$ cat src/rtl/mult_share_ctrl.sv
// Round-robin front end that shares one registered signed multiplier among NUM_REQ
// requesters, tags each operation with its requester ID and returns results through a credit-protected FIFO.
module mult_share_ctrl #(
  parameter int NUM_REQ      = 4,
  parameter int WIDTH        = 32,
  parameter int MULT_LATENCY = 1,
  parameter int FIFO_DEPTH   = 4
) (
  input  logic                       clk,
  input  logic                       reset,
  input  logic [NUM_REQ-1:0]         req_valid,
  output logic [NUM_REQ-1:0]         req_ready,
  input  logic [NUM_REQ*WIDTH-1:0]   req_a,
  input  logic [NUM_REQ*WIDTH-1:0]   req_b,
  output logic                       mult_en,
  output logic [WIDTH-1:0]           mult_a,
  output logic [WIDTH-1:0]           mult_b,
  input  logic [2*WIDTH-1:0]         mult_result,
  output logic                       resp_valid,
  input  logic                       resp_ready,
  output logic [2*WIDTH-1:0]         resp_data,
  output logic [$clog2(NUM_REQ)-1:0] resp_id,
  output logic                       busy
);
  localparam int IDW = $clog2(NUM_REQ);
  localparam int AW  = $clog2(FIFO_DEPTH);
  localparam int CW  = AW + 1;
  localparam int OW  = $clog2(FIFO_DEPTH + MULT_LATENCY + 1) + 1;

  logic [IDW-1:0]            ptr;
  logic                      rst_q;
  logic                      gnt_ok, can_grant, xfer;
  logic [IDW-1:0]            gnt_idx, idx;
  logic [OW-1:0]             outstanding;

  logic                      vld_p0;
  logic signed [WIDTH-1:0]   a_p0, b_p0;
  logic [IDW-1:0]            id_p0;
  logic [MULT_LATENCY-1:0]   vld_p1;
  logic [IDW-1:0]            id_p1 [MULT_LATENCY];

  logic signed [2*WIDTH-1:0] fifo_data [FIFO_DEPTH];
  logic [IDW-1:0]            fifo_id [FIFO_DEPTH];
  logic [AW-1:0]             wr_ptr, rd_ptr;
  logic [CW-1:0]             cnt;
  logic                      push, pop, empty, full;

  always_comb begin
    gnt_ok  = 1'b0;
    gnt_idx = '0;
    idx     = '0;
    for (int i = 0; i < NUM_REQ; i++) begin
      idx = IDW'((int'(ptr) + i) % NUM_REQ);
      if (!gnt_ok && req_valid[idx]) begin
        gnt_ok  = 1'b1;
        gnt_idx = idx;
      end
    end
  end

  // Credits: every operation from acceptance until its FIFO slot is popped.
  always_comb begin
    outstanding = OW'(vld_p0) + OW'(cnt);
    for (int i = 0; i < MULT_LATENCY; i++) begin
      outstanding = outstanding + OW'(vld_p1[i]);
    end
  end

  assign can_grant = !reset && !rst_q && (outstanding < OW'(FIFO_DEPTH));
  assign xfer      = can_grant && gnt_ok;

  always_comb begin
    req_ready = '0;
    if (xfer) req_ready[gnt_idx] = 1'b1;
  end

  assign empty = (cnt == '0);
  assign full  = (cnt == CW'(FIFO_DEPTH));
  assign push  = vld_p1[MULT_LATENCY-1];
  assign pop   = !empty && resp_ready;

  always_ff @(posedge clk) begin
    rst_q <= reset;
    if (reset) begin
      ptr    <= '0;
      vld_p0 <= 1'b0;
      a_p0   <= '0;
      b_p0   <= '0;
      vld_p1 <= '0;
      wr_ptr <= '0;
      rd_ptr <= '0;
      cnt    <= '0;
    end else begin
      // p0: operand register captured on transfer
      if (xfer) begin
        ptr  <= (gnt_idx == IDW'(NUM_REQ - 1)) ? '0 : gnt_idx + 1'b1;
        a_p0 <= req_a[gnt_idx*WIDTH +: WIDTH];
        b_p0 <= req_b[gnt_idx*WIDTH +: WIDTH];
      end
      vld_p0 <= xfer;
      // p1: tag pipeline tracks the multiplier's latency
      vld_p1[0] <= vld_p0;
      for (int i = 1; i < MULT_LATENCY; i++) begin
        vld_p1[i] <= vld_p1[i-1];
      end
      wr_ptr <= wr_ptr + AW'(push);
      rd_ptr <= rd_ptr + AW'(pop);
      cnt    <= cnt + CW'(push) - CW'(pop);
    end
  end

  always_ff @(posedge clk) begin
    if (xfer) id_p0 <= gnt_idx;
    id_p1[0] <= id_p0;
    for (int i = 1; i < MULT_LATENCY; i++) begin
      id_p1[i] <= id_p1[i-1];
    end
    if (push && !reset) begin
      fifo_data[wr_ptr] <= mult_result;
      fifo_id[wr_ptr]   <= id_p1[MULT_LATENCY-1];
    end
  end

  a_no_overflow: assert property (@(posedge clk) disable iff (reset) !(push && full));

  assign mult_en    = !reset && (vld_p0 || (|vld_p1));
  assign mult_a     = reset ? '0 : a_p0;
  assign mult_b     = reset ? '0 : b_p0;
  assign resp_valid = !reset && !empty;
  assign resp_data  = resp_valid ? fifo_data[rd_ptr] : '0;
  assign resp_id    = resp_valid ? fifo_id[rd_ptr] : '0;
  assign busy       = !reset && (outstanding != '0);
endmodule
$ cat config.mk
export PLATFORM = sky130hd
export DESIGN_NAME = mult_share_ctrl
export DESIGN_NICKNAME = d
export VERILOG_FILES = /design/src/rtl/mult_share_ctrl.sv
export SDC_FILE = /design/constraint.sdc
export NUM_CORES = 1
export LEC_CHECK = 0
export ABC_AREA = 1
export BUFFER_PORTS_ARGS = -buffer_cell sky130_fd_sc_hd__buf_2
export CAP_MARGIN = 40
export CORE_UTILIZATION = 44
export DETAILED_ROUTE_END_ITERATION = 7
export HOLD_SLACK_MARGIN = 0.15
export PLACE_DENSITY = 0.72
export SLEW_MARGIN = 20
export SYNTH_ARGS = -nofsm -noshare
export SYNTH_HDL_FRONTEND = slang
export SYNTH_SLANG_ARGS = --single-unit
$ cat constraint.sdc
create_clock -name clk -period 7 [get_ports clk]
set_clock_uncertainty 0.1 [all_clocks]
set_input_delay 1.4 -clock clk [delete_from_list [all_inputs] [get_ports clk]]
set_output_delay 1.4 -clock clk [all_outputs]
set_load 0.01 [all_outputs]
==> impl_metrics.csv <==
group,metric,value,unit
run_status,outcome,"finished clean",
die,fp-row-count,71,
yosys,ys_seq_elements,344,
drt,vias_per_cell,5.08,
drt,drc,0,
setup_path,worstPathArrival,3.74,ns
place,pre_cts_ws,1.78,ns
run,cap_violations,0,
drt,num_vias,15099,
power,switchingPower,0.00230,W
power,power_frac_comb,0.334,
setup_path,max_stage_delay,0.56,ns
sta,drv_slew,0,
grt,antenna_found_initial,11,
grt,grtUsageMet1,0.308,
power,p_sw_frac,0.358,
setup_path,crit_fanout,52,
yosys,yosysWarnings,0,
setup_path,slowest_stage,"nand3_4",
yosys,yosysSeqAreaShare,0.567,
power,p_total,0.00642,W
power,seqPwrFrac,0.369,
sta,setup_ws,1.76,ns
drt,routed_wl,49.2,mm
cts,ctsResizeCount,0,
sta,worst_slew_pin_slew,0.860,ns
final_layout,fin_nets,2765,
grt,track_usage,0.247,
sta,clock.fmax,0.191,GHz
setup_path,timing.rr.end,"b_p0[11]",
power,internal_power,0.00412,W
sta,fin_tns_setup,0,ns
setup_path,cp_common_cell,"inv_1",
setup_path,start_kind,"input pin",
setup_path,reg2reg_slack,3.13,ns
cts,cts_buffers,36,
sta,fin_crit_sh,0.749,
cts,cts_tree,"done",
power,power.density,309,mW/mm^2
die,die_y,198,um
place,dp.cells,2899,
setup_path,path_class,"in2out",
die,die_area,0.0391,mm^2
min_path,hold_path_startpoint,"id_p0[1]",
yosys,avgSynthCellArea,8.27,um^2
min_path,min_to,"id_p1[0][1]",
yosys,synth.distinct_cells,24,
grt,grt_use_met2,0.435,
cts,clk_latency,0.53,ns
cts,holdBufCountCts,0,
yosys,ys_top_cells_by_count,"nand2_1 (367), nor2_1 (342), inv_1 (280)",
drt,wl_per_cell,16.5,um
place,portBuffers,463,
yosys,synth_edf_count,266,
sta,post-route-min-period,5.24,ns
final_layout,fill_cells,3470,
setup_path,r2r_cells,14,
yosys,synth_top_area_share,0.474,
grt,overflow,0,
place,dp_hpwl,33.7,mm
yosys,yosysTopAreaCell,"edfxtp_1",
cts,cts_sinks,344,
final_layout,drive_above_1_share,0.230,
die,chipWidth,198,um
grt,grt.busiest_layer,"met2",
sta,timing.hold.ws,0.224,ns
cts,clockBufferDepth,3,
cts,htreeDepth,2,
setup_path,path_cells,"buf_2 > inv_1 > nand2_1 > nand3_1 > nand2_1 > nor2_4 > nand3_4 > nand3_4 > inv_1 > ha_1 > inv_1 > nor2_1 > buf_2",
cts,cts.clk_slew.worst_paths,0.06,ns
drt,ant_nets,0,
sta,setup_viol,0,
sta,rsz0062_at_grt,"false",
cts,cts_root_buf,"clkbuf_16",
yosys,postSynth.asyncResetShare,0,
yosys,syn_inst,2037,
grt,grt_pass1_wl,75.3,mm
final_layout,area_growth,23.4,%
drt,first_pass_iters,5,
place,place_congestion,0.971,
grt,grt_pass1_vias,14232,
grt,use_met3,0.0441,
drt,drtIter0Drc,936,
yosys,synth_area,0.0169,mm^2
power,leakagePower,9.80,nW
power,power_frac_clock,0.297,
die,start_util,0.447,
sta,slew-limit-headroom,0.427,
grt,grt_max_degree,90,
die,ios,464,
yosys,yosysMostFrequentCell,"nand2_1",
die,core,0.0377,mm^2
setup_path,critical_path_required,5.50,ns
yosys,syn_nets,2374,
sta,hold_violations,0,
yosys,yosys-top-cells-area,"edfxtp_1 (47%), dfxtp_1 (9.3%), nand2_1 (8.2%)",
min_path,min_path_cells,0,
setup_path,r2r-start,"ptr[0]",
min_path,hold_path_class,"reg2reg",
power,vdd_drop_max,0.272,mV
final_layout,fin_cells,2975,
yosys,synth_flop_cell,"edfxtp_1",
cts,post_cts_buffers,0,
setup_path,endpoint_kind,"output pin",
-- worst max-delay path by stage --
stage | start | end | slack, ns | depth (start not counted)
finish | req_valid[1] | req_ready[3] | 1.76 | 13
global placement | req_valid[1] | req_ready[3] | 1.81 | 13
detailed placement | req_valid[1] | req_ready[3] | 1.78 | 13
floorplan | reset | fifo_data[0][0] | 0.23 | 3
global route | req_valid[3] | req_ready[3] | 1.52 | 13
CTS | req_valid[1] | req_ready[3] | 1.78 | 13
-- layout make-up --
cell class                 instances  area, um^2  share of cell area
inverter                         285        1070              0.0515
timing repair buffer             489        2690               0.129
multi-input combinational       1272        5650               0.272
tap                              511         639              0.0308
clock buffer                      43         948              0.0456
sequential                       344        9550               0.460
clock inverter                    23         224              0.0108
antenna                            8        20.0            0.000963
-- stage by stage --
step,utilization,area [um^2]
detailed placement,0.519,19500
floorplan,-,16900
finish,0.552,20800
global placement,0.514,19400
global route,0.552,20800
CTS,0.550,20700
-- cells in the final DEF, fill, tap and decap left out, types with 3 or more instances in the layout --
| master | n |
|---|---|
| nand3_1 | 265 |
| buf_4 | 18 |
| dfxtp_1 | 76 |
| diode_2 | 8 |
| inv_2 | 7 |
| o21ai_0 | 137 |
| nor2_1 | 342 |
| clkinv_2 | 7 |
| nand2_1 | 365 |
| clkbuf_16 | 37 |
| inv_1 | 278 |
| edfxtp_1 | 266 |
| nor3_2 | 4 |
| a21oi_1 | 134 |
| buf_2 | 462 |
| nand2_2 | 3 |
| buf_16 | 8 |
| bufinv_16 | 4 |
| inv_6 | 3 |
| clkbuf_1 | 6 |
| xnor2_1 | 3 |
| ha_1 | 8 |
| clkinv_1 | 6 |
-- logic make-up after synthesis --
kind of cell | after synthesis | share of synthesized area
AND/OR/NAND/NOR | 987 | 0.242
AO/OA/AOI/OAI | 272 | 0.0808
buffers and inverters | 421 | 0.101
flip-flops | 344 | 0.567
adder cells (fa/ha/maj) | 10 | 0.00832
XOR/XNOR | 3 | 0.00156
-- power by group through the flow --
stage	sequential (W)	clock (W)	combinational (W)
4_1_cts	0.00237	0.00195	0.00213
3_5_place_dp	0.00241	0	0.00212
3_3_place_gp	0.00241	0	0.00207
2_1_floorplan	0.00237	0	0.00153
5_1_grt	0.00238	0.00202	0.00242
6_report	0.00237	0.00190	0.00214
-- flip-flops by register name, indices dropped and copies added, names as in the netlist --
signal     cells
fifo_data    256
a_p0          32
b_p0          32
fifo_id        8
cnt            3
id_p0          2
id_p1          2
ptr            2
rd_ptr         2
wr_ptr         2
push           1
rst_q          1
vld_p0         1
-- critical path, delay by kind of cell --
kind                     cells  cell delay (ns)
adder cells (fa/ha/maj)      1             0.24
buffers and inverters        5             0.52
AND/OR/NAND/NOR              7             1.57
-- routing by layer --
| layer | share of wire | routed length, um |
|---|---|---|
| met5 | 0.0011 | 52 |
| met4 | 0.023 | 1160 |
| met1 | 0.40 | 19700 |
| met3 | 0.076 | 3750 |
| met2 | 0.50 | 24500 |
Note: power is estimated with default switching activity, not from simulation.
